===== src/rtl/decode_stage_hs.sv =====
// decode_stage_hs: RV32I decode stage with register file, load-use interlock,
// write-through writeback bypass and a main+skid output buffer on valid/ready.
module decode_stage_hs #(
  parameter int unsigned XLEN     = 32,
  parameter int unsigned NUM_REGS = 32,
  parameter bit          SKID_EN  = 1'b1
) (
  input  logic            clk,
  input  logic            reset,
  input  logic            in_valid,
  output logic            in_ready,
  input  logic [31:0]     in_instr,
  input  logic [XLEN-1:0] in_pc,
  input  logic            flush,
  input  logic            ex_mem_read,
  input  logic [4:0]      ex_rd,
  input  logic            wb_en,
  input  logic [4:0]      wb_addr,
  input  logic [XLEN-1:0] wb_data,
  output logic            out_valid,
  input  logic            out_ready,
  output logic [XLEN-1:0] out_pc,
  output logic [XLEN-1:0] out_rs1_data,
  output logic [XLEN-1:0] out_rs2_data,
  output logic [XLEN-1:0] out_imm,
  output logic [4:0]      out_rd,
  output logic [4:0]      out_rs1,
  output logic [4:0]      out_rs2,
  output logic [2:0]      out_funct3,
  output logic [3:0]      out_alu_op,
  output logic            out_mem_read,
  output logic            out_mem_write,
  output logic            out_reg_write,
  output logic            out_use_imm,
  output logic            out_use_pc,
  output logic            out_is_jump,
  output logic            out_is_branch,
  output logic            out_illegal,
  output logic            hazard_stall
);

  typedef enum logic [6:0] {
    OPC_OP     = 7'b0110011,
    OPC_OP_IMM = 7'b0010011,
    OPC_LOAD   = 7'b0000011,
    OPC_JALR   = 7'b1100111,
    OPC_SYSTEM = 7'b1110011,
    OPC_STORE  = 7'b0100011,
    OPC_BRANCH = 7'b1100011,
    OPC_LUI    = 7'b0110111,
    OPC_AUIPC  = 7'b0010111,
    OPC_JAL    = 7'b1101111
  } opcode_t;

  typedef enum logic [3:0] {
    ALU_ADD     = 4'd0,
    ALU_SUB     = 4'd1,
    ALU_SLL     = 4'd2,
    ALU_SLT     = 4'd3,
    ALU_SLTU    = 4'd4,
    ALU_XOR     = 4'd5,
    ALU_SRL     = 4'd6,
    ALU_SRA     = 4'd7,
    ALU_OR      = 4'd8,
    ALU_AND     = 4'd9,
    ALU_PASSB   = 4'd10,
    ALU_INVALID = 4'd15
  } alu_op_t;

  typedef struct packed {
    logic [XLEN-1:0] pc;
    logic [XLEN-1:0] rs1_data;
    logic [XLEN-1:0] rs2_data;
    logic [XLEN-1:0] imm;
    logic [4:0]      rd;
    logic [4:0]      rs1;
    logic [4:0]      rs2;
    logic [2:0]      funct3;
    alu_op_t         alu_op;
    logic            mem_read;
    logic            mem_write;
    logic            reg_write;
    logic            use_imm;
    logic            use_pc;
    logic            is_jump;
    logic            is_branch;
    logic            illegal;
  } entry_t;

  localparam logic [5:0] NREG = 6'(NUM_REGS);

  // Storage is always 32 deep; entries at or above NUM_REGS are never written.
  logic [XLEN-1:0] rf [32];
  logic            wb_we;

  assign wb_we = wb_en && (wb_addr != 5'd0) && ({1'b0, wb_addr} < NREG);

  always_ff @(posedge clk or negedge reset) begin
    if (!reset) begin
      for (int unsigned i = 0; i < 32; i++) rf[i] <= '0;
    end else if (wb_we) begin
      rf[wb_addr] <= wb_data;
    end
  end

  function automatic logic [XLEN-1:0] read_reg(input logic [4:0] a);
    logic [XLEN-1:0] v;
    if (a == 5'd0 || {1'b0, a} >= NREG) v = '0;
    else if (wb_en && wb_addr == a)     v = wb_data;
    else                                v = rf[a];
    return v;
  endfunction

  function automatic alu_op_t alu_from_f3(input logic [2:0] f3, input logic alt);
    alu_op_t op;
    case (f3)
      3'b000:  op = alt ? ALU_SUB : ALU_ADD;
      3'b001:  op = ALU_SLL;
      3'b010:  op = ALU_SLT;
      3'b011:  op = ALU_SLTU;
      3'b100:  op = ALU_XOR;
      3'b101:  op = alt ? ALU_SRA : ALU_SRL;
      3'b110:  op = ALU_OR;
      default: op = ALU_AND;
    endcase
    return op;
  endfunction

  opcode_t     opc;
  logic [2:0]  f3;
  logic [6:0]  f7;
  logic [31:0] imm_i, imm_s, imm_b, imm_u, imm_j, imm32;
  logic        rs1_used, rs2_used, rd_used, bad;
  entry_t      dec;

  assign opc   = opcode_t'(in_instr[6:0]);
  assign f3    = in_instr[14:12];
  assign f7    = in_instr[31:25];
  assign imm_i = {{20{in_instr[31]}}, in_instr[31:20]};
  assign imm_s = {{20{in_instr[31]}}, in_instr[31:25], in_instr[11:7]};
  assign imm_b = {{19{in_instr[31]}}, in_instr[31], in_instr[7], in_instr[30:25], in_instr[11:8], 1'b0};
  assign imm_u = {in_instr[31:12], 12'b0};
  assign imm_j = {{11{in_instr[31]}}, in_instr[31], in_instr[19:12], in_instr[20], in_instr[30:21], 1'b0};

  always_comb begin
    dec        = '0;
    rs1_used   = 1'b0;
    rs2_used   = 1'b0;
    rd_used    = 1'b0;
    bad        = 1'b0;
    imm32      = '0;
    dec.pc     = in_pc;
    dec.funct3 = f3;
    case (opc)
      OPC_OP: begin
        {rs1_used, rs2_used, rd_used, dec.reg_write} = 4'b1111;
        bad        = !((f7 == 7'h00) || ((f7 == 7'h20) && (f3 == 3'b000 || f3 == 3'b101)));
        dec.alu_op = alu_from_f3(f3, f7[5]);
      end
      OPC_OP_IMM: begin
        {rs1_used, rd_used, dec.reg_write, dec.use_imm} = 4'b1111;
        imm32 = imm_i;
        if (f3 == 3'b001) bad = (f7 != 7'h00);
        if (f3 == 3'b101) bad = (f7 != 7'h00) && (f7 != 7'h20);
        dec.alu_op = alu_from_f3(f3, (f3 == 3'b101) && in_instr[30]);
      end
      OPC_LOAD: begin
        {rs1_used, rd_used, dec.reg_write, dec.use_imm, dec.mem_read} = 5'b11111;
        imm32 = imm_i;
      end
      OPC_JALR: begin
        {rs1_used, rd_used, dec.reg_write, dec.use_imm, dec.is_jump} = 5'b11111;
        imm32 = imm_i;
      end
      OPC_SYSTEM: begin
        {rs1_used, rd_used, dec.use_imm} = 3'b111;
        dec.reg_write = (f3 != 3'b000);
        imm32 = imm_i;
      end
      OPC_STORE: begin
        {rs1_used, rs2_used, dec.use_imm, dec.mem_write} = 4'b1111;
        imm32 = imm_s;
      end
      OPC_BRANCH: begin
        {rs1_used, rs2_used, dec.is_branch} = 3'b111;
        dec.alu_op = ALU_SUB;
        imm32 = imm_b;
      end
      OPC_LUI: begin
        {rd_used, dec.reg_write, dec.use_imm} = 3'b111;
        dec.alu_op = ALU_PASSB;
        imm32 = imm_u;
      end
      OPC_AUIPC: begin
        {rd_used, dec.reg_write, dec.use_imm, dec.use_pc} = 4'b1111;
        imm32 = imm_u;
      end
      OPC_JAL: begin
        {rd_used, dec.reg_write, dec.use_imm, dec.use_pc, dec.is_jump} = 5'b11111;
        imm32 = imm_j;
      end
      default: bad = 1'b1;
    endcase
    dec.imm = XLEN'($signed(imm32));
    dec.rs1 = rs1_used ? in_instr[19:15] : 5'd0;
    dec.rs2 = rs2_used ? in_instr[24:20] : 5'd0;
    dec.rd  = rd_used  ? in_instr[11:7]  : 5'd0;
    if ((rs1_used && {1'b0, in_instr[19:15]} >= NREG) ||
        (rs2_used && {1'b0, in_instr[24:20]} >= NREG) ||
        (rd_used  && {1'b0, in_instr[11:7]}  >= NREG)) bad = 1'b1;
    if (bad) begin
      dec.illegal   = 1'b1;
      dec.alu_op    = ALU_INVALID;
      dec.reg_write = 1'b0;
      dec.mem_read  = 1'b0;
      dec.mem_write = 1'b0;
    end
    dec.rs1_data = read_reg(dec.rs1);
    dec.rs2_data = read_reg(dec.rs2);
  end

  assign hazard_stall = in_valid & ex_mem_read & (ex_rd != 5'd0) &
                        ((rs1_used & (ex_rd == dec.rs1)) | (rs2_used & (ex_rd == dec.rs2)));

  logic   main_v, skid_v, main_v_n, skid_v_n, accept, drain;
  entry_t main_q, skid_q, main_n, skid_n, main_ref, skid_ref;

  // Unused operand indices are zeroed at decode, so they can never match wb_addr.
  function automatic entry_t refresh(input entry_t e);
    entry_t r;
    r = e;
    if (wb_we && e.rs1 == wb_addr) r.rs1_data = wb_data;
    if (wb_we && e.rs2 == wb_addr) r.rs2_data = wb_data;
    return r;
  endfunction

  assign main_ref = refresh(main_q);
  assign skid_ref = refresh(skid_q);
  assign in_ready = reset & ~hazard_stall & (SKID_EN ? ~skid_v : (~main_v | out_ready));
  assign accept   = in_valid & in_ready;
  assign drain    = main_v & out_ready;

  always_comb begin
    main_v_n = main_v;
    skid_v_n = skid_v;
    main_n   = main_ref;
    skid_n   = skid_ref;
    if (flush) begin
      main_v_n = 1'b0;
      skid_v_n = 1'b0;
    end else begin
      if (drain) begin
        main_n   = skid_ref;
        main_v_n = skid_v;
        skid_v_n = 1'b0;
      end
      if (accept) begin
        if (main_v_n) begin
          skid_n   = dec;
          skid_v_n = 1'b1;
        end else begin
          main_n   = dec;
          main_v_n = 1'b1;
        end
      end
    end
  end

  always_ff @(posedge clk or negedge reset) begin
    if (!reset) begin
      main_v <= 1'b0;
      skid_v <= 1'b0;
      main_q <= '0;
      skid_q <= '0;
    end else begin
      main_v <= main_v_n;
      skid_v <= skid_v_n;
      main_q <= main_n;
      skid_q <= skid_n;
    end
  end

  assign out_valid     = main_v;
  assign out_pc        = main_q.pc;
  assign out_rs1_data  = main_q.rs1_data;
  assign out_rs2_data  = main_q.rs2_data;
  assign out_imm       = main_q.imm;
  assign out_rd        = main_q.rd;
  assign out_rs1       = main_q.rs1;
  assign out_rs2       = main_q.rs2;
  assign out_funct3    = main_q.funct3;
  assign out_alu_op    = main_q.alu_op;
  assign out_mem_read  = main_q.mem_read;
  assign out_mem_write = main_q.mem_write;
  assign out_reg_write = main_q.reg_write;
  assign out_use_imm   = main_q.use_imm;
  assign out_use_pc    = main_q.use_pc;
  assign out_is_jump   = main_q.is_jump;
  assign out_is_branch = main_q.is_branch;
  assign out_illegal   = main_q.illegal;

endmodule


===== config.mk =====
export PLATFORM = sky130hd
export DESIGN_NAME = decode_stage_hs
export DESIGN_NICKNAME = d
export VERILOG_FILES = /design/src/rtl/decode_stage_hs.sv
export SDC_FILE = /design/constraint.sdc
export NUM_CORES = 2
export LEC_CHECK = 0
export ABC_CLOCK_PERIOD_IN_PS = 3500
export CAP_MARGIN = 30
export CORE_MARGIN = 2
export CORE_UTILIZATION = 50
export DETAILED_ROUTE_END_ITERATION = 16
export PLACE_DENSITY_LB_ADDON = 0.25
export SLEW_MARGIN = 10
export SYNTH_ARGS = -nofsm -noshare
export SYNTH_HDL_FRONTEND = slang
export SYNTH_SLANG_ARGS = --single-unit

===== constraint.sdc =====
create_clock -name clk -period 3.5 [get_ports clk]
set_input_delay 0.875 -clock clk [delete_from_list [all_inputs] [get_ports clk]]
set_output_delay 0.875 -clock clk [all_outputs]
set_load 0.01 [all_outputs]

==> results.yml <==
outcome:
  status: "completed"
logic_synthesis:
  synth-edff-count: 0
  synth_top_flop_cell: "dfrtp_1"
  syn_nets: 6956
  yosysSeqAreaShare_pct: 45.9
  yosys.area.top_type_share_pct: 45.9
  synth.area.top_cells: "dfrtp_1 (46%), mux2_2 (17%), mux2i_1 (7.7%)"
  synth.cell_area_sq_mm: 0.0732
  yosysUniqueCellTypes: 87
  ys_top_cells_by_count: "dfrtp_1 (1342), mux2_2 (1078), clkbuf_1 (594), mux2i_1 (565), nand2_1 (547)"
  yosysTopAreaCell: "dfrtp_1"
  synthCells: 6843
  postSynthAreaPerCell_sq_um: 10.7
  ys_seq_elements: 1342
  synth_most_common_cell: "dfrtp_1"
  async_flop_share_pct: 100
  synth_warnings: 0
grt:
  grt.total_usage_pct: 37.5
  grt_max_degree: 161
  antenna_found_initial: 9
  first_global_vias: 62301
  grt_pass1_wl_mm: 421
  grt_overflow: 0
setup_path:
  path_buf_inv: 15
  arrival_ns: 4.17
  crit_fanout: 3
  crit_chain: "clkdlybuf4s15_2, and3b_2, buf_12, o211ai_4, or4_4, o22ai_4, nor2_2, buf_4, buf_4, buf_4, buf_4, buf_4, buf_4, buf_4, buf_4, buf_4, buf_4, buf_4, buf_4, buf_4, nand2_4, a21oi_1"
  required_ns: 4.18
  slowest_delay_ns: 0.50
  cp-end-kind: "flip-flop"
  cpMostUsedCell: "buf_4"
  cpMaxStageDelayCell: "or4_4"
  crit_family: "buffers and inverters"
  worstSetupPathType: "in -> reg"
  critPathLaunchType: "input pin"
timing:
  setup_viol: 0
  worst_slew_pin_slew_ns: 0.947
  finalCriticalPeriod_ns: 3.49
  slew_violations: 0
  tns_ns: 0
  fin_crit_sh_pct: 99.6
  hold_viol_final: 0
  timing.final.ws_setup_ns: 0.0134
  fin_worst_skew_ns: 0.0361
  slew_headroom_pct: 36.9
  max_freq_mhz: 287
power_and_ir_drop:
  ir_worst_vdd_mv: 0.436
  seq_power_share_pct: 45.1
  clockPowerShare_pct: 34.8
  leakage_nw: 39.0
  p_per_area_mw_per_mm2: 516
  p_int_w: 0.0327
  combinationalPowerShare_pct: 20.1
  p_sw_w: 0.0133
  sw_frac_of_total_pct: 28.9
route:
  ant_nets: 0
  vias: 63311
  wl_mm: 285
  drc: 0
  wl_per_cell_um: 30.4
  drt_iter0_markers: 7480
  vias_per_cell: 6.75
  drt_pass1_iterations: 6
clocking:
  clock_path_buffers: 3
  h-tree-depth: 4
  worstSkewPairLatency_ns: 0.82
  numCtsBuffers: 144
  clock_sinks: 1342
  path_clk_slew_ns: 0.06
  cts_root_buf: "clkbuf_16"
  cts_tree: "built"
placed_design:
  place_congestion: 0.983
  placedCellCount: 9098
  dp_slack_ns: -0.913
  dp_hpwl_mm: 189
  portBuffers: 273
final_layout:
  final_layout_size_suffix_gt1_share_pct: 30.9
  area_growth_pct: 21.7
  fill_cells: 11754
  num-nets-final: 7459
  instances_no_fill: 9379
floorplanning:
  core_sq_mm: 0.145
  die-height_um: 387
  die_area_sq_mm: 0.149
  die_w_um: 387
  ios: 274
  start_util_pct: 50.3
  fp-row-count: 140
flow_run:
  max-cap-violations: 0
worst_hold_path:
  hp-class: "reg -> reg"
[cells by family after synthesis]
logic type                Yosys count  synth area share [%]
muxes                            1687                  25.7
xor gates and xnor gates           35                 0.419
buffers and inverters             778                  4.24
AOI/OAI and AO/OA                1784                  16.3
DFF                              1342                  45.9
and+or+nand+nor                  1217                  7.44
[state kept, by name, indices dropped and copies added, names as in the netlist, 3 cells and up]
register and flops:
out_rs2 5, out_pc 32, rf 1024, out_rd 5, out_rs1_data 32, out_alu_op 4
out_funct3 3, skid_q 158, out_imm 32, out_rs2_data 32, out_rs1 5
[cell type report]
class                   count  area (sq um)  share of cell area (%)
repair buffers           1116         11200                    12.6
clock buffers             210          4250                    4.77
well taps                1917          2400                    2.69
clock inverters            47           623                   0.700
multi-input cells        4723         36900                    41.4
inverters                  19          71.3                  0.0801
diodes                      5          12.5                  0.0140
flip-flops and latches   1342         33600                    37.7
[repair_timing]
item                       in CTS  in global routing
hold endpoints to repair       15                  0
hold buffers                    1                  0
gates resized for setup        27                  7
cloned                          0                  0
setup endpoints to repair       8                  3
buffers inserted               16                  0
pin swaps                       5                  6
[metal layers]
metal,wire [um],global-route usage (%)
met4,24400,27.9
met3,28000,8.27
met5,80,0.260
met1,111000,49.3
met2,122000,54.4
[through the flow]
step / instance area [sq um] / hold slack (ns) / power [W] / util [%]
after floorplan: 73200 / 0.439 / 0.0258 / -
after global placement: 83900 / 0.390 / 0.0295 / 57.7
after detailed placement: 84000 / 0.392 / 0.0299 / 57.8
after CTS: 89000 / 0.406 / 0.0458 / 61.2
after global routing: 89100 / 0.429 / 0.0476 / 61.2
final: 89100 / 0.414 / 0.0459 / 61.3
[worst paths after layout]
kind | depth (start not counted) | startpoint | end | slack [ns]
worst max register to register | 17 | skid_v | out_valid | 0.91
worst min register to register | 0 | rf[1021] | rf[1021] | 0.41
worst min-delay path | 0 | rf[1021] | rf[1021] | 0.41
worst max-delay path | 22 | in_instr[3] | out_valid | 0.01
min in group asynchronous | 2 | reset | rf[565] | 0.58
max in group asynchronous | 4 | reset | rf[327] | 1.07
[power by group through the flow]
stage | clock, W | sequential (W) | combinational [W]
after floorplan | 0 | 0.0203 | 0.00553
after global placement | 0 | 0.0206 | 0.00884
after detailed placement | 0 | 0.0208 | 0.00907
after CTS | 0.0160 | 0.0206 | 0.00914
after global routing | 0.0167 | 0.0210 | 0.00989
final | 0.0160 | 0.0207 | 0.00923
[placed cells by master, fill, tap and decap left out, types with 38 or more instances in the layout]
master	synthesis	final
dfrtp_1	1342	1342
mux2_2	1078	1078
buf_4	11	671
mux2i_1	565	565
nand2_1	547	527
a21oi_1	465	464
o21ai_0	330	330
clkdlybuf4s50_1	0	249
nor2_1	243	219
nor3_1	200	198
buf_12	0	170
clkbuf_16	0	150
a211oi_1	148	147
o22ai_1	126	126
a221oi_1	123	123
a22oi_1	117	117
o22a_1	107	107
a31oi_1	56	56
nand3_1	60	55
nor2b_1	51	50
mux4_2	44	44
a2bb2oi_1	38	38
Note: power is estimated with default switching activity, not from simulation.
